<file path="config.mk">
export PLATFORM = sky130hd
export DESIGN_NAME = multicycle_control_unit
export DESIGN_NICKNAME = d
export VERILOG_FILES = /design/src/rtl/multicycle_control_unit.sv
export SDC_FILE = /design/constraint.sdc
export NUM_CORES = 1
export LEC_CHECK = 0
export CORE_MARGIN = 3
export CORE_UTILIZATION = 50
export CTS_CLUSTER_DIAMETER = 200
export DETAILED_ROUTE_END_ITERATION = 16
export GPL_TIMING_DRIVEN = 0
export PLACE_DENSITY = 0.82
export SYNTH_ARGS = -nofsm -noshare
export SYNTH_HDL_FRONTEND = slang
export SYNTH_SLANG_ARGS = --single-unit
</file>
<file path="constraint.sdc">
create_clock -name CLK -period 2.8 [get_ports CLK]
set_clock_uncertainty 0.15 [all_clocks]
set_input_delay 0.84 -clock CLK [delete_from_list [all_inputs] [get_ports CLK]]
set_output_delay 0.84 -clock CLK [all_outputs]
set_load 0.005 [all_outputs]
</file>
<file path="src/rtl/multicycle_control_unit.sv">
// Multicycle control unit: sequences each instruction through
// FETCH -> DECODE -> EXEC [-> MEM] [-> WB] and back to FETCH, and counts
// retired instructions.
//
// Ports
//   CLK, nRST          clock (rising edge) / async active-low reset
//   opcode, funct      instruction-register fields, sampled in DECODE
//   ihit, dhit         instruction / data memory completion strobes
//   iREN, IRWr, PcWr   fetch request, IR load pulse, PC update pulse
//   RegDst .. ExtOp    datapath controls decoded from the latched opcode/funct
//   Halt, Timeout      sticky halted / fault (memory timeout or illegal opcode)
//   instr_cnt          retired-instruction count (wraps)
module multicycle_control_unit #(
  parameter int WAIT_MAX = 16,
  parameter int CNT_W    = 32
) (
  input  logic             CLK,
  input  logic             nRST,
  input  logic [5:0]       opcode,
  input  logic [5:0]       funct,
  input  logic             ihit,
  input  logic             dhit,
  output logic             iREN,
  output logic             IRWr,
  output logic             PcWr,
  output logic             RegDst,
  output logic             RegWr,
  output logic             PcToReg,
  output logic             ImmToReg,
  output logic             MemToReg,
  output logic             DatRead,
  output logic             DatWrite,
  output logic             AluSrc,
  output logic             BrEq,
  output logic             BrNeq,
  output logic             Jump,
  output logic             Jr,
  output logic             ExtOp,
  output logic             Halt,
  output logic             Timeout,
  output logic [CNT_W-1:0] instr_cnt
);

  localparam logic [5:0] OP_RTYPE = 6'b000000, OP_J     = 6'b000010,
                         OP_JAL   = 6'b000011, OP_BEQ   = 6'b000100,
                         OP_BNE   = 6'b000101, OP_ADDI  = 6'b001000,
                         OP_ADDIU = 6'b001001, OP_SLTI  = 6'b001010,
                         OP_SLTIU = 6'b001011, OP_ANDI  = 6'b001100,
                         OP_ORI   = 6'b001101, OP_XORI  = 6'b001110,
                         OP_LUI   = 6'b001111, OP_LW    = 6'b100011,
                         OP_SW    = 6'b101011, OP_HALT  = 6'b111111;
  localparam logic [5:0] FN_JR    = 6'b001000;

  // A zero-width counter is illegal, so WAIT_MAX=0 keeps a 1-bit dummy.
  localparam int WW = (WAIT_MAX > 0) ? $clog2(WAIT_MAX + 1) : 1;
  localparam logic [WW-1:0] WAIT_LAST = WW'((WAIT_MAX > 0) ? WAIT_MAX - 1 : 0);

  typedef enum logic [2:0] {FETCH, DECODE, EXEC, MEM, WB, HALTED, FAULT} state_t;

  state_t            state_q, state_d;
  logic [WW-1:0]     wait_q, wait_d;
  logic [5:0]        op_q, op_d, funct_q, funct_d;
  logic [CNT_W-1:0]  cnt_q, cnt_d;

  logic op_legal, wait_tmo, is_lw, is_sw, is_jr, is_ctrl;

  always_comb begin
    op_legal = 1'b0;
    case (opcode)
      OP_RTYPE, OP_J, OP_JAL, OP_BEQ, OP_BNE, OP_ADDI, OP_ADDIU, OP_SLTI,
      OP_SLTIU, OP_ANDI, OP_ORI, OP_XORI, OP_LUI, OP_LW, OP_SW: op_legal = 1'b1;
      default: op_legal = 1'b0;
    endcase
  end

  // The miss that would bring the counter to WAIT_MAX faults; a hit in that
  // same cycle takes priority because hit is tested first below.
  assign wait_tmo = (WAIT_MAX != 0) && (wait_q == WAIT_LAST);
  assign is_lw    = (op_q == OP_LW);
  assign is_sw    = (op_q == OP_SW);
  assign is_jr    = (op_q == OP_RTYPE) && (funct_q == FN_JR);
  assign is_ctrl  = (op_q == OP_J) || (op_q == OP_JAL) || (op_q == OP_BEQ) ||
                    (op_q == OP_BNE) || is_jr;

  always_comb begin
    state_d = state_q;
    wait_d  = wait_q;
    op_d    = op_q;
    funct_d = funct_q;
    iREN    = 1'b0;
    IRWr    = 1'b0;
    PcWr    = 1'b0;
    RegWr   = 1'b0;
    case (state_q)
      FETCH: begin
        iREN = 1'b1;
        if (ihit) begin
          IRWr    = 1'b1;
          state_d = DECODE;
        end else if (wait_tmo) state_d = FAULT;
        else wait_d = wait_q + 1'b1;
      end
      DECODE: begin
        op_d    = opcode;
        funct_d = funct;
        if (opcode == OP_HALT) state_d = HALTED;
        else if (!op_legal)    state_d = FAULT;
        else                   state_d = EXEC;
      end
      EXEC: begin
        if (is_ctrl) begin
          PcWr    = 1'b1;
          RegWr   = (op_q == OP_JAL);
          state_d = FETCH;
          wait_d  = '0;
        end else if (is_lw || is_sw) begin
          state_d = MEM;
          wait_d  = '0;
        end else state_d = WB;
      end
      MEM: begin
        if (dhit) begin
          if (is_sw) begin
            PcWr    = 1'b1;
            state_d = FETCH;
            wait_d  = '0;
          end else state_d = WB;
        end else if (wait_tmo) state_d = FAULT;
        else wait_d = wait_q + 1'b1;
      end
      WB: begin
        RegWr   = 1'b1;
        PcWr    = 1'b1;
        state_d = FETCH;
        wait_d  = '0;
      end
      default: ;  // HALTED / FAULT are terminal until reset
    endcase
    // PcWr is never raised in HALTED/FAULT, so the count freezes there.
    cnt_d = PcWr ? cnt_q + 1'b1 : cnt_q;
  end

  // Decoded datapath controls, only driven while an instruction executes.
  logic dec_en;
  assign dec_en = (state_q == EXEC) || (state_q == MEM) || (state_q == WB);

  always_comb begin
    RegDst   = dec_en && (op_q == OP_RTYPE);
    AluSrc   = dec_en && ((op_q == OP_ADDI) || (op_q == OP_ADDIU) ||
                          (op_q == OP_SLTI) || (op_q == OP_SLTIU) ||
                          (op_q == OP_ANDI) || (op_q == OP_ORI)   ||
                          (op_q == OP_XORI) || (op_q == OP_LUI)   || is_lw || is_sw);
    ExtOp    = dec_en && ((op_q == OP_ADDI) || (op_q == OP_ADDIU) ||
                          (op_q == OP_SLTI) || (op_q == OP_SLTIU) || is_lw || is_sw ||
                          (op_q == OP_BEQ)  || (op_q == OP_BNE));
    ImmToReg = dec_en && (op_q == OP_LUI);
    MemToReg = dec_en && is_lw;
    PcToReg  = dec_en && (op_q == OP_JAL);
    Jump     = dec_en && ((op_q == OP_J) || (op_q == OP_JAL));
    Jr       = dec_en && is_jr;
    BrEq     = dec_en && (op_q == OP_BEQ);
    BrNeq    = dec_en && (op_q == OP_BNE);
    DatRead  = (state_q == MEM) && is_lw;
    DatWrite = (state_q == MEM) && is_sw;
  end

  assign Halt      = (state_q == HALTED);
  assign Timeout   = (state_q == FAULT);
  assign instr_cnt = cnt_q;

  always_ff @(posedge CLK or negedge nRST) begin
    if (!nRST) begin
      state_q <= FETCH;
      wait_q  <= '0;
      op_q    <= '0;
      funct_q <= '0;
      cnt_q   <= '0;
    end else begin
      state_q <= state_d;
      wait_q  <= wait_d;
      op_q    <= op_d;
      funct_q <= funct_d;
      cnt_q   <= cnt_d;
    end
  end

endmodule

</file>
==> run_results.csv <==
group,metric,value,unit
final_layout,mostFrequentLayoutCells,"dfrtp_1 (49), clkdlybuf4s50_1 (44), buf_4 (30)",
detailed_routing,drt_iter0_markers,184,
detailed_routing,wl_per_cell,17.5,um
detailed_routing,met1_length,3310,um
clocking,clkLatencyLatePin,300,ps
detailed_routing,viasPerCell,5.98,
timing,drv_slew,0,
worst_hold_path,worstHoldStart,"instr_cnt[31]",
logic_synthesis,synth_edf_count,0,
floorplanning,chipWidth,82.8,um
pwr,ir_drop,0.279,mV
pwr,cellLeakagePower,1.97,nW
place,portBuffers,65,
outcome,violations,"setup timing",
final_layout,nets,423,
worst_hold_path,hp-class,"reg2reg",
final_layout,drive_gt1_frac,0.293,
clocking,cts.sinks,52,
place,dpl.hpwl,5110,um
grt,grt_usage,0.248,
grt,grt_max_degree,34,
clocking,cts-buffers-inserted,5,
floorplanning,core,5610,um^2
critical_path,start_kind,"flip-flop",
timing,fin_crit_sh,1.10,
final_layout,finish.utilization,0.750,
timing,setup_ws,-268,ps
clocking,ctsHoldBuffers,0,
timing,hold_viol,0,
detailed_routing,vias,2857,
timing,fin_crit,3070,ps
detailed_routing,postRouteAntennaNets,0,
critical_path,required,1810,ps
timing,grt_setup_unrepaired,"true",
logic_synthesis,synth_area_per_cell,9.99,um^2
floorplanning,die_area,6850,um^2
logic_synthesis,ys.flop_type,"dfrtp_1",
clocking,cts_tree,"done",
timing,setup_viol,6,
clocking,cts_buffer_depth,2,
critical_path,critPathMaxFanout,2,
logic_synthesis,ys_seq_elements,52,
grt,antenna_found_initial,0,
critical_path,critPathCaptureType,"output port",
floorplanning,die_h,82.8,um
detailed_routing,first_pass_iters,6,
floorplanning,pin_count,66,
pwr,power,1.30,mW
logic_synthesis,synthesis.area,2950,um^2
place,routabilityCongestion,0.877,
timing,setup_tns,-936,ps
critical_path,critPathLaunch,"state_q[0]",
critical_path,reg2reg_from,"state_q[0]",
final_layout,final_common_cell,"dfrtp_1",
logic_synthesis,yosys_warnings,0,
logic_synthesis,synthCells,295,
logic_synthesis,ys_seq_area_frac,0.441,
clocking,cts-root-buf,"clkbuf_8",
detailed_routing,highest_layer,"met4",
floorplanning,start_util,0.526,
timing,fin_hold_ws,321,ps
outcome,status,"finished with violations",
timing,worst-slew-pin-transition,677,ps
grt,first_global_vias,2805,
pwr,power_density,310,nW/um^2
grt,grt_pass1_wl,13200,um
clocking,htreeDepth,2,
timing,relSlewSlack,0.544,
job,cap_violations,0,
final_layout,nFillCells,389,
clocking,clkTransAtPathRegs,80,ps
final_layout,diodes,0,
logic_synthesis,synthDistinctLibCells,57,
detailed_routing,drc,0,
detailed_routing,met3_length,630,um
critical_path,arrival,2080,ps
timing,clock.fmax,326,MHz
logic_synthesis,synthesis.nets,313,
logic_synthesis,async_flop_share,1.00,
floorplanning,num_rows,27,
detailed_routing,wl_met2,4280,um
final_layout,syn_to_final_growth,42.6,%
grt,grt_overflow_total,0,
critical_path,worstSetupPathType,"reg2out",
detailed_routing,totalWireLength,8360,um
==> power by group <==
| part | leakage [nW] | internal [mW] | switching [mW] | total (mW) |
|---|---|---|---|---|
| Combinational | 1.21 | 0.0223 | 0.0271 | 0.0494 |
| Clock | 0.0552 | 0.266 | 0.238 | 0.504 |
| Sequential | 0.702 | 0.750 | 0 | 0.750 |
==> path summary, 6_finish.rpt <==
check | to | slack (ps) | cells past startpoint
min in group asynchronous | instr_cnt[6] | 330 | 1
hold reg to reg | instr_cnt[31] | 320 | 1
hold / removal | instr_cnt[31] | 320 | 1
setup / recovery | BrEq | -270 | 7
max in group asynchronous | state_q[1] | 1610 | 2
setup reg to reg | state_q[1] | 260 | 7
==> through the flow <==
step,cell area (um^2),setup WS (ps),instances
global placement,3690,-1140,432
CTS,4060,-203,465
finish,4200,-268,478
floorplan,2950,41.5,295
detailed placement,3700,-1140,433
global route,4200,-338,478
==> synthesized netlist by cell type (2+ instances only) <==
cell	instances	share of area
mux2_2	11	0.042
nor3_1	16	0.027
clkbuf_1	5	0.0064
nand2_1	27	0.034
a311o_1	2	0.0068
xnor2_1	17	0.051
nor4_1	8	0.017
and4_1	4	0.012
and2_1	7	0.015
buf_6	4	0.015
nand3_1	14	0.024
nand2b_1	3	0.0064
nand4_1	21	0.045
dfrtp_1	52	0.44
a211oi_1	3	0.0076
buf_2	4	0.0068
xor2_1	14	0.042
ha_1	2	0.0085
and3_1	8	0.017
a21oi_1	11	0.019
inv_1	7	0.0089
nor2_1	13	0.017
a2bb2oi_1	2	0.0059
o21ai_0	7	0.012
==> sequential cells by signal, indices dropped and copies added, names as in the netlist <==
register	cells
instr_cnt	32
funct_q	6
op_q	6
wait_q	5
state_q	3
==> worst max-delay path: stages, from the launching register on <==
cell,delay (ps)
dfrtp_1,420
buf_6,140
nor3b_4,210
or2_1,190
nand2_2,70
or4_4,430
nor3_2,190
buf_2,140
==> logic make-up (layout without fill, tap and decap cells) <==
family / after synthesis / in the layout / synth area share
simple gates: 138 / 138 / 0.271
buf+inv: 22 / 133 / 0.0403
mux: 13 / 13 / 0.0505
fa+ha+maj: 2 / 2 / 0.00849
flops: 52 / 52 / 0.441
xor+xnor: 31 / 31 / 0.0921
compound gates: 37 / 37 / 0.0959
==> final cells by class <==
| cell class | instances | area, um^2 | area share |
|---|---|---|---|
| inverter | 8 | 32.5 | 0.00774 |
| clock inverter | 2 | 35.0 | 0.00833 |
| tap | 72 | 90.1 | 0.0214 |
| timing repair buffer | 105 | 942 | 0.224 |
| clock buffer | 6 | 72.6 | 0.0173 |
| buffer | 12 | 98.8 | 0.0235 |
| sequential | 52 | 1310 | 0.310 |
| multi-input combinational | 221 | 1630 | 0.387 |
==> routing by layer <==
layer | vias to the layer above | track usage
met2 | 153 | 0.441
li1 | 1297 | -
met1 | 1385 | 0.304
met3 | 22 | 0.0475
met4 | 0 | 0.0752
met5 | - | 0
==> what timing repair did <==
item,4_1_cts,5_1_grt
pin swaps,12,12
setup buffers,27,17
resized for setup,73,41
endpoints found under the setup margin,18,13
cloned,0,0
endpoints found under the hold margin,0,0
(Power assumes the default switching activity.)
